`src/rtl/mips_pkg.sv`:
```
`default_nettype none
// ============================================================================
// Module   : mips_pkg
// Brief    : Instruction format enum, opcode/funct constants and packing
//            helpers shared between the encoder and the core.
// Revision : 1.0 - initial release
// ============================================================================
package mips_pkg;

    typedef enum logic [1:0] {
        FMT_R   = 2'b00,
        FMT_I   = 2'b01,
        FMT_J   = 2'b10,
        FMT_RSV = 2'b11
    } fmt_t;

    localparam logic [5:0] OP_RTYPE  = 6'h00;
    localparam logic [5:0] OP_J      = 6'h02;
    localparam logic [5:0] OP_JAL    = 6'h03;
    localparam logic [5:0] OP_ADDI   = 6'h08;
    localparam logic [5:0] FUNCT_ADD = 6'h20;
    localparam logic [5:0] FUNCT_SUB = 6'h22;

    // True when a 32-bit immediate is representable as a sign-extended 16-bit field.
    function automatic logic imm_fits16(input logic [31:0] imm);
        return imm[31:16] == {16{imm[15]}};
    endfunction

endpackage : mips_pkg
`default_nettype wire

```
`src/rtl/sync_fifo.sv`:
```
`default_nettype none
// ============================================================================
// Module   : sync_fifo
// Brief    : Single-clock FIFO, power-of-two depth, synchronous reset,
//            show-ahead read data.
// Revision : 1.0 - initial release
// ============================================================================
module sync_fifo #(
    parameter int WIDTH = 64,
    parameter int DEPTH = 2
) (
    input  logic             clk,
    input  logic             rst,
    input  logic             wr_en,
    input  logic [WIDTH-1:0] wr_data,
    input  logic             rd_en,
    output logic [WIDTH-1:0] rd_data,
    output logic             full,
    output logic             empty
);

    localparam int AW = $clog2(DEPTH);

    // Pointers carry one extra wrap bit to tell full from empty.
    logic [AW:0]      wr_ptr_q, wr_ptr_d;
    logic [AW:0]      rd_ptr_q, rd_ptr_d;
    logic [WIDTH-1:0] mem_q [DEPTH];
    logic             do_wr, do_rd;

    // Status flags and pointer advance; writes and reads are gated by full/empty.
    always_comb begin
        empty    = (wr_ptr_q == rd_ptr_q);
        full     = (wr_ptr_q[AW] != rd_ptr_q[AW]) && (wr_ptr_q[AW-1:0] == rd_ptr_q[AW-1:0]);
        do_wr    = wr_en && !full;
        do_rd    = rd_en && !empty;
        wr_ptr_d = wr_ptr_q + (do_wr ? 1'b1 : 1'b0);
        rd_ptr_d = rd_ptr_q + (do_rd ? 1'b1 : 1'b0);
        rd_data  = mem_q[rd_ptr_q[AW-1:0]];
    end

    // Pointer registers.
    always_ff @(posedge clk) begin
        if (rst) begin
            wr_ptr_q <= '0;
            rd_ptr_q <= '0;
        end else begin
            wr_ptr_q <= wr_ptr_d;
            rd_ptr_q <= rd_ptr_d;
        end
    end

    // Storage needs no reset; entries are only visible once written.
    always_ff @(posedge clk) begin
        if (do_wr) begin
            mem_q[wr_ptr_q[AW-1:0]] <= wr_data;
        end
    end

endmodule : sync_fifo
`default_nettype wire

```
`src/rtl/instr_encoder.sv`:
```
`default_nettype none
// ============================================================================
// Module   : instr_encoder
// Brief    : Packs R/I/J instruction fields into 32-bit words, tags each with
//            a running byte address and buffers them in an output FIFO.
// Revision : 1.0 - initial release
// ============================================================================
module instr_encoder
    import mips_pkg::*;
#(
    parameter logic [31:0] BASE_ADDR = 32'h0000_0000,
    parameter int          DEPTH     = 2
) (
    input  logic        clk,
    input  logic        rst,
    input  logic        clear,
    input  logic        in_valid,
    output logic        in_ready,
    input  logic [1:0]  fmt,
    input  logic [5:0]  opcode,
    input  logic [4:0]  rs,
    input  logic [4:0]  rt,
    input  logic [4:0]  rd,
    input  logic [4:0]  shamt,
    input  logic [5:0]  funct,
    input  logic [31:0] immediate,
    input  logic [25:0] jumpaddr,
    output logic        out_valid,
    input  logic        out_ready,
    output logic [31:0] out_word,
    output logic [31:0] out_addr,
    output logic        err,
    output logic [15:0] count
);

    logic [31:0] addr_q, addr_d;
    logic        err_q, err_d;
    logic [15:0] count_q, count_d;

    logic        fifo_full, fifo_empty;
    logic [63:0] fifo_rd_data;
    logic [31:0] word;
    logic        req_ok, accept, push, pop;

    // Field packing and request legality.
    always_comb begin
        word   = '0;
        req_ok = 1'b0;
        case (fmt_t'(fmt))
            FMT_R: begin
                word   = {opcode, rs, rt, rd, shamt, funct};
                req_ok = 1'b1;
            end
            FMT_I: begin
                word   = {opcode, rs, rt, immediate[15:0]};
                req_ok = imm_fits16(immediate);
            end
            FMT_J: begin
                word   = {opcode, jumpaddr};
                req_ok = 1'b1;
            end
            default: begin
                word   = '0;
                req_ok = 1'b0;
            end
        endcase
    end

    // Handshakes: ready depends only on occupancy, never on a same-cycle pop.
    always_comb begin
        in_ready  = !fifo_full && !clear && !rst;
        accept    = in_valid && in_ready;
        push      = accept && req_ok;
        out_valid = !fifo_empty;
        pop       = out_valid && out_ready;
        out_word  = fifo_rd_data[63:32];
        out_addr  = fifo_rd_data[31:0];
        err       = err_q;
        count     = count_q;
    end

    // Next-state for address, sticky error and saturating transfer count.
    always_comb begin
        addr_d  = addr_q;
        err_d   = err_q;
        count_d = count_q;
        if (clear) begin
            addr_d  = BASE_ADDR;
            err_d   = 1'b0;
            count_d = '0;
        end else begin
            if (push) begin
                addr_d = addr_q + 32'd4;
            end
            if (accept && !req_ok) begin
                err_d = 1'b1;
            end
            if (pop && (count_q != 16'hFFFF)) begin
                count_d = count_q + 16'd1;
            end
        end
    end

    // State registers.
    always_ff @(posedge clk) begin
        if (rst) begin
            addr_q  <= BASE_ADDR;
            err_q   <= 1'b0;
            count_q <= '0;
        end else begin
            addr_q  <= addr_d;
            err_q   <= err_d;
            count_q <= count_d;
        end
    end

    // Clear flushes the buffer exactly like reset does.
    sync_fifo #(
        .WIDTH (64),
        .DEPTH (DEPTH)
    ) u_fifo (
        .clk     (clk),
        .rst     (rst || clear),
        .wr_en   (push),
        .wr_data ({word, addr_q}),
        .rd_en   (pop),
        .rd_data (fifo_rd_data),
        .full    (fifo_full),
        .empty   (fifo_empty)
    );

endmodule : instr_encoder
`default_nettype wire
```
`config.mk`:
```
export PLATFORM = sky130hd
export DESIGN_NAME = instr_encoder
export DESIGN_NICKNAME = d
export VERILOG_FILES = /design/src/rtl/mips_pkg.sv /design/src/rtl/sync_fifo.sv /design/src/rtl/instr_encoder.sv
export SDC_FILE = /design/constraint.sdc
export NUM_CORES = 1
export LEC_CHECK = 0
export CORE_UTILIZATION = 40
export CTS_CLUSTER_DIAMETER = 80
export DETAILED_ROUTE_END_ITERATION = 16
export PLACE_DENSITY = 0.81
export SYNTH_ARGS = -nofsm -noshare
export SYNTH_HDL_FRONTEND = slang
export SYNTH_SLANG_ARGS = --single-unit
```
`constraint.sdc`:
```
create_clock -name clk -period 4.35 [get_ports clk]
set_clock_uncertainty 0.1 [all_clocks]
set_input_delay 0.87 -clock clk [delete_from_list [all_inputs] [get_ports clk]]
set_output_delay 0.87 -clock clk [all_outputs]
set_load 0.05 [all_outputs]
```
==> flow_summary.yaml, run 1 <==
status:
  outcome: "complete, no violations"
cts:
  cts.clk_slew.worst_paths_ns: 0.07
  cts_resized: 0
  htreeDepth: 4
  clk-insertion-delay-late_ns: 0.42
  clk_path_buf_depth: 2
  tritoncts: "yes"
  cts.sinks: 175
  hold_buffers: 0
  cts_buffers: 17
  root_buffer: "clkbuf_16"
  post-cts-setup-buffers: 0
run:
  drv_cap: 0
die:
  die_h_um: 143
  ios: 180
  die_w_um: 143
  fp-row-count: 51
  start_util: 0.407
  core-area_um2: 19500
  dieArea_um2: 20400
detailed_routing:
  routed_via_density: 5.17
  drtIter0Drc: 291
  route.vias.total: 5629
  avgRoutedWirePerCell_um: 16.9
  wl_um: 18300
  ant_nets: 0
  drc_errors: 0
  firstDrtPassIters: 4
cells_and_area:
  syn2layout_area_growth_pct: 34.0
  most-common-layout-cells: "clkdlybuf4s50_1, edfxtp_1, nand2_1"
  layout_commonest_cell: "clkdlybuf4s50_1"
  fin_nets: 912
  insertedDiodeCount: 0
  drive_gt1_frac: 0.166
  nFillCells: 1640
  postLayoutCellArea_um2: 10600
  postLayoutCoreUtil: 0.545
setup_path:
  worstSetupPathType: "register to primary output"
  rr_startpoint: "u_fifo.rd_ptr_q[0]"
  path_max_fanout: 65
  rr_worst_depth: 7
  crit_arrival_ns: 2.58
  r2r_end: "u_fifo.mem_q[1][23]"
  critPathLaunchType: "register"
  worstSetupEndpointType: "primary output"
  r2r_slack_ns: 1.51
  crit_required_ns: 3.38
yosys:
  ys_seq_area_frac: 0.599
  synth_ff_type: "edfxtp_1"
  syn_area_um2: 7920
  ys_ff_latch: 175
  synth_edf_count: 124
  ys_types: 50
  syn_inst: 632
  avgSynthCellArea_um2: 12.5
  async_flop_share: 0
  yosysWarnings: 0
timing:
  drv_slew: 0
  tightest_slew_ns: 0.963
  rsz0062_at_grt: "no"
  setup_violations: 0
  hold_viol_final: 0
  fmaxAchievable_mhz: 282
  period_needed_ns: 3.55
  maxSlewHeadroom: 0.352
  fin_crit_sh: 0.817
  tns_ns: 0
min_path:
  hold-path-endpoint: "u_fifo.mem_q[0][31]"
  min-delay-start: "addr_q[31]"
  hold_depth: 0
  hold_class: "register to register"
placement:
  gp_congestion: 0.763
  hpwl_um: 12600
  placed_cell_area_um2: 10000
  portBuffers: 177
grt:
  grt_max_degree: 66
  antenna_found_initial: 0
  grt_use_total: 0.184
  first_global_vias: 5534
  grt_pass1_wl_um: 28800
  grt_overflow: 0
pwr:
  p_per_area_nw_per_um2: 333
  vdd_ir_drop_max_v: 0.000256
  leakage_nw: 3.45
-- cell families (layout without fill, tap and decap cells) --
group / count (synthesis) / in the layout / synth area share
AND/OR/NAND/NOR: 186 / 186 / 0.123
multiplexers: 99 / 99 / 0.135
AO/OA/AOI/OAI: 102 / 102 / 0.0948
XOR/XNOR: 10 / 10 / 0.0111
adder cells (fa/ha/maj): 5 / 5 / 0.00790
buffers and inverters: 54 / 244 / 0.0283
other: 1 / 2 / 0.000474
flip-flops: 175 / 175 / 0.599
-- worst max path at each step --
stage	start	endpoint	cells after the start
6_report	u_fifo.rd_ptr_q[0]	out_addr[28]	2
5_1_grt	u_fifo.rd_ptr_q[0]	out_valid	3
4_1_cts	u_fifo.rd_ptr_q[0]	out_valid	3
3_5_place_dp	fmt[1]	u_fifo.mem_q[1][38]	8
3_3_place_gp	fmt[1]	u_fifo.mem_q[0][24]	8
2_1_floorplan	immediate[18]	u_fifo.mem_q[1][10]	6
-- layout make-up --
cell class	count	area, um2	share of cell area
Clock inverter	14	148	0.0139
Clock buffer	18	429	0.0405
Tap cell	265	332	0.0313
Sequential cell	175	4750	0.448
Inverter	20	75.1	0.00708
Timing Repair Buffer	192	1910	0.181
Multi-Input combinational cell	404	2960	0.279
-- Yosys cell counts, drive strengths merged, types with 2 or more instances --
master,number,area share
o21ai,40,0.025
nand4,18,0.014
a31oi,2,0.0016
nor4,6,0.0085
a211oi,12,0.019
inv,20,0.0095
buf,9,0.0070
clkbuf,25,0.012
nand3,15,0.010
mux2,62,0.088
or4,6,0.0066
ha,5,0.0079
and2,10,0.0079
o31ai,3,0.0028
a2111o,8,0.011
a21oi,21,0.013
or3,22,0.017
xor2,3,0.0033
and4,4,0.0044
nor2,19,0.0090
edfxtp,124,0.47
and3,3,0.0024
o211ai,4,0.0038
nand2,73,0.035
dfxtp,51,0.13
a2111oi,4,0.0076
mux2i,37,0.047
xnor2,7,0.0077
o311ai,2,0.0022
nor3,5,0.0032
-- state kept, by name (all words and copies together), names as in the netlist --
register	count
u_fifo.mem_q	124
addr_q	30
count	16
u_fifo.rd_ptr_q	2
u_fifo.wr_ptr_q	2
err	1
-- per-layer routing --
metal | vias up | GRT usage | part of all wire
met3 | 17 | 0.0449 | 0.065
met4 | 0 | 0.0521 | 0.0095
met2 | 166 | 0.320 | 0.48
met5 | - | 0 | 0
li1 | 2739 | - | -
met1 | 2707 | 0.225 | 0.44
-- through the flow --
step	worst slack, ns	hold slack, ns	instances	power [mW]
after floorplan	0.195	0.341	633	1.95
after detailed placement	0.699	0.366	1056	2.09
after global placement	0.741	0.361	1056	2.09
after CTS	0.716	0.395	1088	3.56
after global routing	0.617	0.413	1088	3.65
final	0.798	0.388	1088	3.53
-- where the power goes --
group | internal [mW] | leakage (nW) | switching (mW)
clock | 0.808 | 0.267 | 0.664
sequential | 1.79 | 1.53 | 0.00410
combinational | 0.129 | 1.65 | 0.135
-- critical path: stages (launching register included) --
cell and delay (ns):
dfxtp_4 0.94, mux2_2 0.42, clkdlybuf4s50_1 0.74
Power figures use the tool's default switching activity.
==> run 2: changes to the inputs <==
==> constraint.sdc (replaced) <==
create_clock -name clk -period 2.85 [get_ports clk]
set_clock_uncertainty 0.1 [all_clocks]
set_input_delay 0.57 -clock clk [delete_from_list [all_inputs] [get_ports clk]]
set_output_delay 0.57 -clock clk [all_outputs]
set_load 0.05 [all_outputs]
==> flow_summary.yaml, run 2 (same netlist as run 1, synthesis figures left out) <==
pwr:
  leakage_nw: 3.92
  power_mw: 5.49
  p_per_area_nw_per_um2: 511
  vdd_ir_drop_max_v: 0.000381
grt:
  antenna_found_initial: 1
  grt_pass1_wl_um: 28900
  grt_max_degree: 40
  grt_overflow: 0
  grt_use_total: 0.186
  first_global_vias: 5692
setup_path:
  worstSetupPathType: "input pin to register"
  crit_required_ns: 3.06
  worstSetupEndpointType: "register"
  crit_arrival_ns: 2.96
  rr_worst_depth: 8
  critPathLaunchType: "input pin"
  path_max_fanout: 15
cts:
  cts.sinks: 175
  cts.clk_slew.worst_paths_ns: 0.07
  tritoncts: "yes"
  htreeDepth: 4
  clk-insertion-delay-late_ns: 0.43
  root_buffer: "clkbuf_16"
  hold_buffers: 0
  clk_path_buf_depth: 2
  cts_buffers: 17
  post-cts-setup-buffers: 0
  cts_resized: 4
placement:
  placed_cells: 1074
  portBuffers: 177
  place_ws_ns: -0.341
  hpwl_um: 13200
  gp_congestion: 0.756
  placed_cell_area_um2: 10100
status:
  violations: "DRC"
  outcome: "complete, but fails checks"
die:
  core-area_um2: 19500
  fp-row-count: 51
  die_w_um: 143
  dieArea_um2: 20400
  start_util: 0.407
  die_h_um: 143
  ios: 180
detailed_routing:
  drc_errors: 2
  firstDrtPassIters: 11
  dr_wl_met3_um: 1470
  wl_met1_um: 8010
  avgRoutedWirePerCell_um: 16.8
  drtIter0Drc: 351
  routed_via_density: 5.18
  ant_nets: 0
  route.met2.wl_um: 8820
  top_layer: "met4"
  wl_um: 18600
  route.vias.total: 5738
cells_and_area:
  instances_no_fill: 1107
  most-common-layout-cells: "edfxtp_1, clkdlybuf4s50_1, nand2_1"
  drive_gt1_frac: 0.235
  layout_commonest_cell: "edfxtp_1"
  syn2layout_area_growth_pct: 35.6
  largest_reg_flops: 124
  postLayoutCoreUtil: 0.552
  fin_nets: 930
  postLayoutCellArea_um2: 10700
timing:
  tightest_slew_ns: 1.21
  setup_slack_ns: 0.104
  fmaxAchievable_mhz: 364
  maxSlewHeadroom: 0.189
  rsz0062_at_grt: "no"
  fin_crit_sh: 0.964
  setup_violations: 0
  period_needed_ns: 2.75
  drv_slew: 0
  hold_viol_final: 0
min_path:
  hold_depth: 2
  hold_class: "register to register"
run:
  drv_cap: 0
-- run 2: layout make-up --
cell class                      instances  area (um2)
Fill cell                            1638        8730
Sequential cell                       175        4750
Multi-Input combinational cell        404        2960
Timing Repair Buffer                  210        2010
Clock buffer                           17         425
Tap cell                              265         332
Clock inverter                         15         189
Inverter                               20        75.1
Antenna cell                            1        2.50
-- run 2: per-stage QoR --
step                      setup TNS [ns]  hold WS (ns)
after global placement            -37.29         0.359
final                                  0         0.376
after detailed placement          -45.63         0.367
after CTS                              0         0.383
after global routing                   0         0.415
after floorplan                   -41.42         0.341
-- run 2: metal layers --
| layer | GRT usage | vias up |
|---|---|---|
| li1 | - | 2778 |
| met1 | 0.228 | 2745 |
| met2 | 0.315 | 196 |
| met3 | 0.0537 | 19 |
| met4 | 0.0628 | 0 |
| met5 | 0 | - |
-- run 2: power breakdown --
group,internal [mW],leakage [nW],switching [mW]
clock network,1.27,0.302,1.08
logic,0.198,2.09,0.212
registers,2.73,1.53,0.00459
-- run 2: final timing paths --
| kind | slack, ns | to | startpoint |
|---|---|---|---|
| setup / recovery | 0.10 | u_fifo.wr_ptr_q[1] | fmt[1] |
| hold / removal | 0.38 | err | err |
| setup reg to reg | 0.62 | u_fifo.wr_ptr_q[1] | u_fifo.wr_ptr_q[0] |
| hold reg to reg | 0.38 | err | err |
-- run 2: worst max-delay path: stages --
cell	delay, ns
clkdlybuf4s50_1	0.47
or4_1	0.60
nor4_4	0.18
o22a_1	0.24
o21ai_1	0.10
inv_2	0.10
ha_2	0.22
buf_4	0.26
xnor2_1	0.16
nor2_1	0.05
==> run 3: changes to the inputs <==
--- a/config.mk
+++ b/config.mk
@@ -8,7 +8,7 @@
 export CORE_UTILIZATION = 40
 export CTS_CLUSTER_DIAMETER = 80
 export DETAILED_ROUTE_END_ITERATION = 16
-export PLACE_DENSITY = 0.81
+export PLACE_DENSITY = 0.73
 export SYNTH_ARGS = -nofsm -noshare
 export SYNTH_HDL_FRONTEND = slang
 export SYNTH_SLANG_ARGS = --single-unit
==> constraint.sdc (replaced) <==
create_clock -name clk -period 2.2 [get_ports clk]
set_clock_uncertainty 0.1 [all_clocks]
set_input_delay 0.44 -clock clk [delete_from_list [all_inputs] [get_ports clk]]
set_output_delay 0.44 -clock clk [all_outputs]
set_load 0.05 [all_outputs]
==> flow_summary.yaml, run 3 (same netlist as run 1, synthesis figures left out) <==
setup_path:
  rr_worst_depth: 9
  crit_arrival_ns: 2.25
  path_max_fanout: 23
  crit_required_ns: 2.23
  critPathLaunchType: "input pin"
  worstSetupPathType: "input pin to register"
  worstSetupEndpointType: "register"
placement:
  portBuffers: 177
  gp_congestion: 0.739
  hpwl_um: 13300
cells_and_area:
  multi_input_area_um2: 3080
  nFillCells: 1603
  insertedDiodeCount: 0
  syn2layout_area_growth_pct: 43.4
  largest_reg_flops: 124
  regArea_um2: 4760
  drive_gt1_frac: 0.327
  fin_nets: 976
  most-common-layout-cells: "edfxtp_1, buf_4, clkdlybuf4s50_1"
  layout_commonest_cell: "edfxtp_1"
pwr:
  power_mw: 6.94
  vdd_ir_drop_max_v: 0.000490
  p_per_area_nw_per_um2: 612
  leakage_nw: 4.12
timing:
  tightest_slew_ns: 0.524
  period_needed_ns: 2.22
  drv_slew: 0
  hold_ws_ns: 0.396
  setup_violations: 52
  fmaxAchievable_mhz: 450
  setup_slack_ns: -0.0230
  hold_viol_final: 0
  fin_crit_sh: 1.01
  rsz0062_at_grt: "yes"
  maxSlewHeadroom: 0.649
  tns_ns: -0.722
die:
  core-area_um2: 19500
  die_w_um: 143
  ios: 180
  start_util: 0.407
  fp-row-count: 51
  dieArea_um2: 20400
  die_h_um: 143
cts:
  root_buffer: "clkbuf_16"
  htreeDepth: 4
  tritoncts: "yes"
  clk-insertion-delay-late_ns: 0.43
  cts.clk_slew.worst_paths_ns: 0.07
  cts.sinks: 175
  clk_path_buf_depth: 2
  cts_buffers: 17
grt:
  grt_use_total: 0.200
  grt_pass1_wl_um: 30700
  grt_max_degree: 52
  grt_overflow: 0
  first_global_vias: 5791
  antenna_found_initial: 0
detailed_routing:
  avgRoutedWirePerCell_um: 17.4
  drtIter0Drc: 268
  routed_via_density: 5.08
  route.vias.total: 5848
  drc_errors: 0
  ant_nets: 0
  firstDrtPassIters: 4
  wl_um: 20100
min_path:
  hold_class: "register to register"
  hold_depth: 2
run:
  drv_cap: 0
status:
  outcome: "complete, but fails checks"
  violations: "setup timing"
-- run 3: cell types whose count changed in the layout (fill, tap and decap cells not counted), sizes merged, moves of 2 or more --
cell / previous run / this run
clkdlybuf4s50: 112 / 84
buf: 77 / 148
inv: 28 / 26
dlygate4sd2: 4 / 9
dlymetal6s2s: 17 / 7
clkbuf: 17 / 25
-- run 3: worst paths after layout --
path / startpoint / endpoint / slack [ns]
setup / recovery: immediate[18] / u_fifo.mem_q[1][24] / -0.02
hold / removal: count[5] / count[5] / 0.40
setup reg to reg: u_fifo.wr_ptr_q[1] / u_fifo.mem_q[1][24] / 0.08
hold reg to reg: count[5] / count[5] / 0.40
-- run 3: timing repair --
action                                  CTS  global route
pin swaps                                 4             1
endpoints found under the setup margin  222           203
hold buffers                              0             0
cloned                                    4             4
gates resized for setup                  67            37
setup buffers                            11             1
-- run 3: layout make-up --
cell class,count,area share
flip-flops and latches,175,0.419
multi-input cells,405,0.271
repair buffers,255,0.224
clock buffers,19,0.0381
well taps,265,0.0292
clock inverters,13,0.0110
inverters,20,0.00661
-- run 3: per-layer routing --
metal	track usage	vias up	wire length [um]
li1	-	2871	-
met5	0	-	0
met4	0.0673	0	221
met2	0.328	193	9440
met1	0.257	2769	8950
met3	0.0486	15	1470
-- run 3: where the power goes --
group          switching, mW  internal [mW]  total, mW
registers            0.00457           3.53       3.54
clock network           1.33           1.49       2.82
logic                  0.292          0.289      0.581
-- run 3: per-stage QoR --
step / setup WS (ns) / instances / cell area, um2 / util
after global placement: -0.690 / 1103 / 10400 / 0.534
final: -0.0230 / 1152 / 11300 / 0.583
after floorplan: -0.486 / 633 / 8000 / -
after detailed placement: -0.757 / 1103 / 10400 / 0.534
after global routing: -0.0777 / 1152 / 11300 / 0.583
after CTS: -0.0337 / 1150 / 11200 / 0.576
-- run 3: critical path, stage by stage --
cell     delay (ns)
buf_6          0.09
or4_4          0.54
nor4_4         0.27
o22a_1         0.25
o21ai_2        0.09
inv_2          0.09
buf_6          0.10
ha_4           0.18
buf_12         0.19
==> edit 1: new RTL, flow settings as in run 2 <==
`DEPTH` is set to 2 in 2 places; all go to 4.
--- a/src/rtl/sync_fifo.sv
+++ b/src/rtl/sync_fifo.sv
@@ -8,5 +8,5 @@
 module sync_fifo #(
     parameter int WIDTH = 64,
-    parameter int DEPTH = 2
+    parameter int DEPTH = 4
 ) (
     input  logic             clk,
--- a/src/rtl/instr_encoder.sv
+++ b/src/rtl/instr_encoder.sv
@@ -10,5 +10,5 @@
 #(
     parameter logic [31:0] BASE_ADDR = 32'h0000_0000,
-    parameter int          DEPTH     = 2
+    parameter int          DEPTH     = 4
 ) (
     input  logic        clk,
Function: changed (Yosys sat finds a counterexample within 4 cycles, from zero or initial values).
==> edit 1 against run 2 <==
  * Area after synthesis grew 53%
  * Worst setup slack worse by 34 ps
  * Synthesized cell count increased by 13%
  * Register-to-register slack worse by 310 ps
  * Sequential cell count up 126
  * Wire length grew 53%
  * Combinational power grew 9.8%
  * Cell area rose by 49%
  * Sequential power up 74%
  * Die area grew 52%
  * Power is 68% higher
  * Largest power group unchanged
==> edit 1: results (changes against run 2) <==
Finish
  – Flip-flop count of the largest register after layout: 248 (+100%)
  – Number of nets in the final layout: 1043 (+12%)
  – Diodes inserted: 0 (-1)
  – Fill count: 2288 (+40%)
  – Layout cell share with drive strength beyond 1: 25.7% (+2.1 points)

Power and ir drop
  – Worst vdd ir: 0.461 mV (+21%)
  – Leakage Power: 5.04 nW (+29%)
  – Internal: 0.00740 W (+77%)
  – Power Dens Cells: 576 nW/um^2 (+13%)

Detailed routing
  – DRT iter0 DRCs: 641 (+83%)
  – First-pass DRT Iterations: 5 (-6)
  – Via count: 7344 (+28%)
  – Routed length per instance: 21.0 um (+25%)

Worst setup path
  – Worst path top cell family by delay: buffers and inverters
  – Arr. time, crit path: 2110 ps (-850 ps)
  – Slowest stage delay, CP: 460 ps (-140 ps)
  – Critical Path Fanout Max: 63 (+48)
  – Slowest CP cell: mux4_2

Logic synthesis
  – Syn. warnings: 0 (unchanged)
  – Largest cells by area after synthesis: edfxtp_1 62%, mux4_2 12%, dfxtp_1 8.8%
  – Post-synth ARST share: 0% (unchanged)
  – Synth Flop Type: edfxtp_1
  – Sequential fraction of the synthesis area: 70.5% (+11 points)
  – Post-synth EDFFs: 248 (+100%)
  – Post-synth cell types: 47 (-6.0%)
  – Commonest cells in the netlist: 248 x edfxtp_1, 62 x mux4_2, 53 x dfxtp_1

Status
  – Status: complete, no violations

Placement
  – Gpl congestion: 0.765 (+1.2%)
  – Hpwl dp: 17600 um (+33%)
  – Placed cell areas: 14800 sq um (+46%)
  – Port Buffers: 177 (unchanged)

Clocking
  – Total CTS buffers: 29 (+12)
  – Skew-Pair Late Insertion Delay: 530 ps (+100 ps)
  – Root Driver: clkbuf_16
  – Clk pin slew, worst setup/hold paths: around 60 ps
  – Clock Path Buffers: 3 (+1)
  – Max H-tree Level: 1 (-3)

Min path
  – Min-delay worst type: reg2reg

Global route
  – Initial antenna violation count: 0 (-1)
  – Largest net degree at the start of global routing: 64 (+60%)
  – First-pass GRT wire length: 42600 um (+47%)
  – GRT Util Overall: 18.0% (-0.65 points)
  – Vias in the first global route: 7430 (+31%)

STA
  – Slew headroom: 58.4% (+40 points)
[edit 1: final cells by class]
cell class              instances  area (sq um)  area share (%)
multi-input cells             370          3440            21.5
clock inverters                11           130           0.814
well taps                     390           488            3.05
clock buffers                  42           888            5.56
repair buffers                230          2480            15.5
flip-flops and latches        301          8520            53.3
inverters                       8          30.0           0.188
[edit 1: cell families after synthesis]
logic type / synth area share, %
DFF: 70.5
and+or+nand+nor: 7.27
AOI/OAI and AO/OA: 4.92
muxes: 13.0
buffers and inverters: 1.55
xor gates and xnor gates: 2.18
adders and majority gates: 0.622
other: 0.0311
[edit 1: worst reg2reg max path: cells and delay by family (launching register included)]
kind | cells | cell delay (ps)
xor gates and xnor gates | 2 | 630
AOI/OAI and AO/OA | 2 | 400
DFF | 1 | 390
adders and majority gates | 2 | 380
and+or+nand+nor | 2 | 270
buffers and inverters | 2 | 230
[edit 1: worst paths after layout]
check / from / end / slack (ps) / cells after the start
worst max register to register: u_fifo.rd_ptr_q[0] / u_fifo.wr_ptr_q[2] / 310 / 10
worst min-delay path: err / err / 420 / 1
worst min register to register: err / err / 420 / 1
worst max-delay path: u_fifo.rd_ptr_q[1] / out_addr[9] / 70 / 3
[edit 1: power groups by stage]
stage / logic [W] / registers [W] / clock network (W)
5_1_grt: 0.000478 / 0.00476 / 0.00424
4_1_cts: 0.000452 / 0.00476 / 0.00404
3_5_place_dp: 0.000448 / 0.00486 / 0
2_1_floorplan: 0.000195 / 0.00486 / 0
6_report: 0.000450 / 0.00476 / 0.00400
3_3_place_gp: 0.000441 / 0.00485 / 0
[edit 1: through the flow]
step           setup slack [ps]  utilization [%]  total power (W)  std cells  setup TNS [ps]
2_1_floorplan             -1240                -          0.00505        716         -174670
3_3_place_gp               -506             49.8          0.00530       1290         -111210
3_5_place_dp               -542             49.8          0.00530       1290         -115460
4_1_cts                    1.83             53.4          0.00925       1344               0
5_1_grt                   -12.3             53.9          0.00948       1352            -240
6_report                   69.5             53.9          0.00921       1352               0
[edit 1: repair_timing]
item,4_1_cts,5_1_grt
buffers inserted,0,4
resized for setup,3,11
pin swaps,0,4
cloned,1,4
endpoints found under the setup margin,63,79
[edit 1: metal layers]
metal	up-vias	global-route usage (%)	part of all wire (%)
li1	3293	-	-
met1	3697	23.4	41
met2	308	31.1	50
met3	46	3.27	6.9
met4	0	4.42	2.1
met5	-	0	0
==> edit 2: new RTL, settings of run 2 <==
Made on the original files. Put a register stage on the output `count`, cleared by the reset. The value now appears one clock later. The other outputs are not delayed to match.
--- a/src/rtl/instr_encoder.sv
+++ b/src/rtl/instr_encoder.sv
@@ -33,4 +33,6 @@
     output logic [15:0] count
 );
+
+    logic [15:0] count_c;
 
     logic [31:0] addr_q, addr_d;
@@ -77,5 +79,5 @@
         out_addr  = fifo_rd_data[31:0];
         err       = err_q;
-        count     = count_q;
+        count_c   = count_q;
     end
 
@@ -130,4 +132,12 @@
     );
 
+    always_ff @(posedge clk) begin
+        if (rst) begin
+            count <= '0;
+        end else begin
+            count <= count_c;
+        end
+    end
+
 endmodule : instr_encoder
 `default_nettype wire
Formal check against the unedited RTL: not equivalent (a bounded check fails within 4 cycles, from zero or initial values and one cycle with rst high).
==> edit 2 against run 2 <==
  * Power increased by 4.4%
  * Area after synthesis increased by 5.7%
  * Fmax decreased by 0.45%
  * Sequential cell count increased by 16
  * Worst setup slack got worse by 13 ps
  * Cell area increased by 4.1%
  * Count of clock-buffer cells in the layout unchanged
  * Largest power group unchanged
  * Via count increased by 3.5%
  * Wire length increased by 3.7%
==> edit 2: results (changes against run 2) <==
Placement
  – Pre-CTS setup slack: -280 ps (+61.3 ps)
  – Hpwl dp: 13300 um (+0.75%)
  – Gpl congestion: 0.790 (+4.6%)
  – Placed cell areas: 10600 sq um (+4.8%)

Finish
  – Number of nets in the final layout: 967 (+4.0%)
  – Layout cell share with drive strength beyond 1: 23.8% (+0.26 points)
  – Diodes inserted: 0 (-1)

Worst setup path
  – Slowest stage delay, CP: 730 ps (+130 ps)
  – Reg-to-reg setup timing slack: 450 ps (-170 ps)
  – Critical Path Fanout Max: 20 (+5)
  – Slowest CP cell: clkdlybuf4s50_1
  – Worst r2r src: u_fifo.rd_ptr_q[0]
  – Reg2reg path depth: 6 (-2)
  – Worst r2r dst: count_c[4]

Logic synthesis
  – Synth Area in Compound Gates: 9.02% (-0.47 points)
  – Post-synth cell types: 51 (+2.0%)
  – Post-Synth XOR/XNOR Area: 1.67% (+0.57 points)
  – Post-synthesis adder-cell area fraction: 0.748% (-0.043 points)
  – Commonest cells in the netlist: 124 x edfxtp_1, 70 x nand2_1, 67 x dfxtp_1
  – Mux cell area share after synthesis: 12.8% (-0.73 points)
  – Sequential fraction of the synthesis area: 60.5% (+0.59 points)

STA
  – Slew headroom: 29.8% (+11 points)
  – Fin Hold WS: 380 ps (+4.43 ps)

Global route
  – Initial antenna violation count: 0 (-1)
  – Vias in the first global route: 5796 (+1.8%)
  – GRT Util Overall: 18.2% (-0.46 points)
  – First-pass GRT wire length: 30500 um (+5.5%)
  – Met1 usage: 23.0% (+0.21 points)
  – Global Route met3 Usage: 5.88% (+0.51 points)

Detailed routing
  – Wire length on met3: 1530 um (+4.2%)
  – DRT iter0 DRCs: 253 (-28%)
  – Via count: 5938 (+3.5%)
  – WL final: 19300 um (+3.7%)
  – Met2 wire len: 9220 um (+4.5%)
  – Met1 wire length: 8280 um (+3.3%)
  – First-pass DRT Iterations: 4 (-7)

Status
  – Status: complete, no violations

Power and ir drop
  – Worst vdd ir: 0.448 mV (+18%)

Clocking
  – Clock Path Buffers: 2 (unchanged)
## edit 2: area by class of cell
type / count / area (sq um)
fill: 1674 / 9190
sequential: 191 / 5070
multi-input combinational: 420 / 3080
timing repair buffer: 215 / 2010
clock buffer: 17 / 425
tap: 270 / 338
clock inverter: 15 / 179
inverter: 20 / 75.1
## edit 2: repair_timing
item | in CTS | in global routing
endpoints found under the hold margin | 0 | 0
resized for setup | 1 | 0
setup endpoints to repair | 23 | 0
## edit 2: worst max-delay path by stage
stage	from	end	slack (ps)	depth (start not counted)
2_1_floorplan	immediate[18]	u_fifo.mem_q[1][10]	-340	6
3_3_place_gp	fmt[1]	u_fifo.mem_q[1][58]	-250	8
3_5_place_dp	immediate[18]	u_fifo.mem_q[1][60]	-280	8
4_1_cts	u_fifo.rd_ptr_q[0]	out_addr[11]	80	2
5_1_grt	u_fifo.rd_ptr_q[0]	out_addr[8]	30	2
6_report	u_fifo.rd_ptr_q[0]	out_addr[8]	90	2
## edit 2: per-stage QoR
stage / instances / util (%) / total power [W] / setup TNS, ps
3_3_place_gp: 1116 / 51.9 / 0.00343 / -32830
6_report: 1148 / 54.9 / 0.00573 / 0
5_1_grt: 1148 / 54.9 / 0.00590 / 0
2_1_floorplan: 668 / - / 0.00321 / -41430
3_5_place_dp: 1116 / 51.9 / 0.00343 / -35990
4_1_cts: 1148 / 54.9 / 0.00577 / 0
## edit 2: where the power goes
part / leakage [nW] / internal, W / total [W] / switching, W
registers: 1.66 / 0.00295 / 0.00295 / 0.00000543
logic: 1.87 / 0.000201 / 0.000417 / 0.000216
clock network: 0.293 / 0.00119 / 0.00236 / 0.00117
## edit 2: critical path, delay by kind of cell, from the launching register on
family	cells	cell delay, ps
buffers and inverters	1	730
DFF	1	540
muxes	1	390
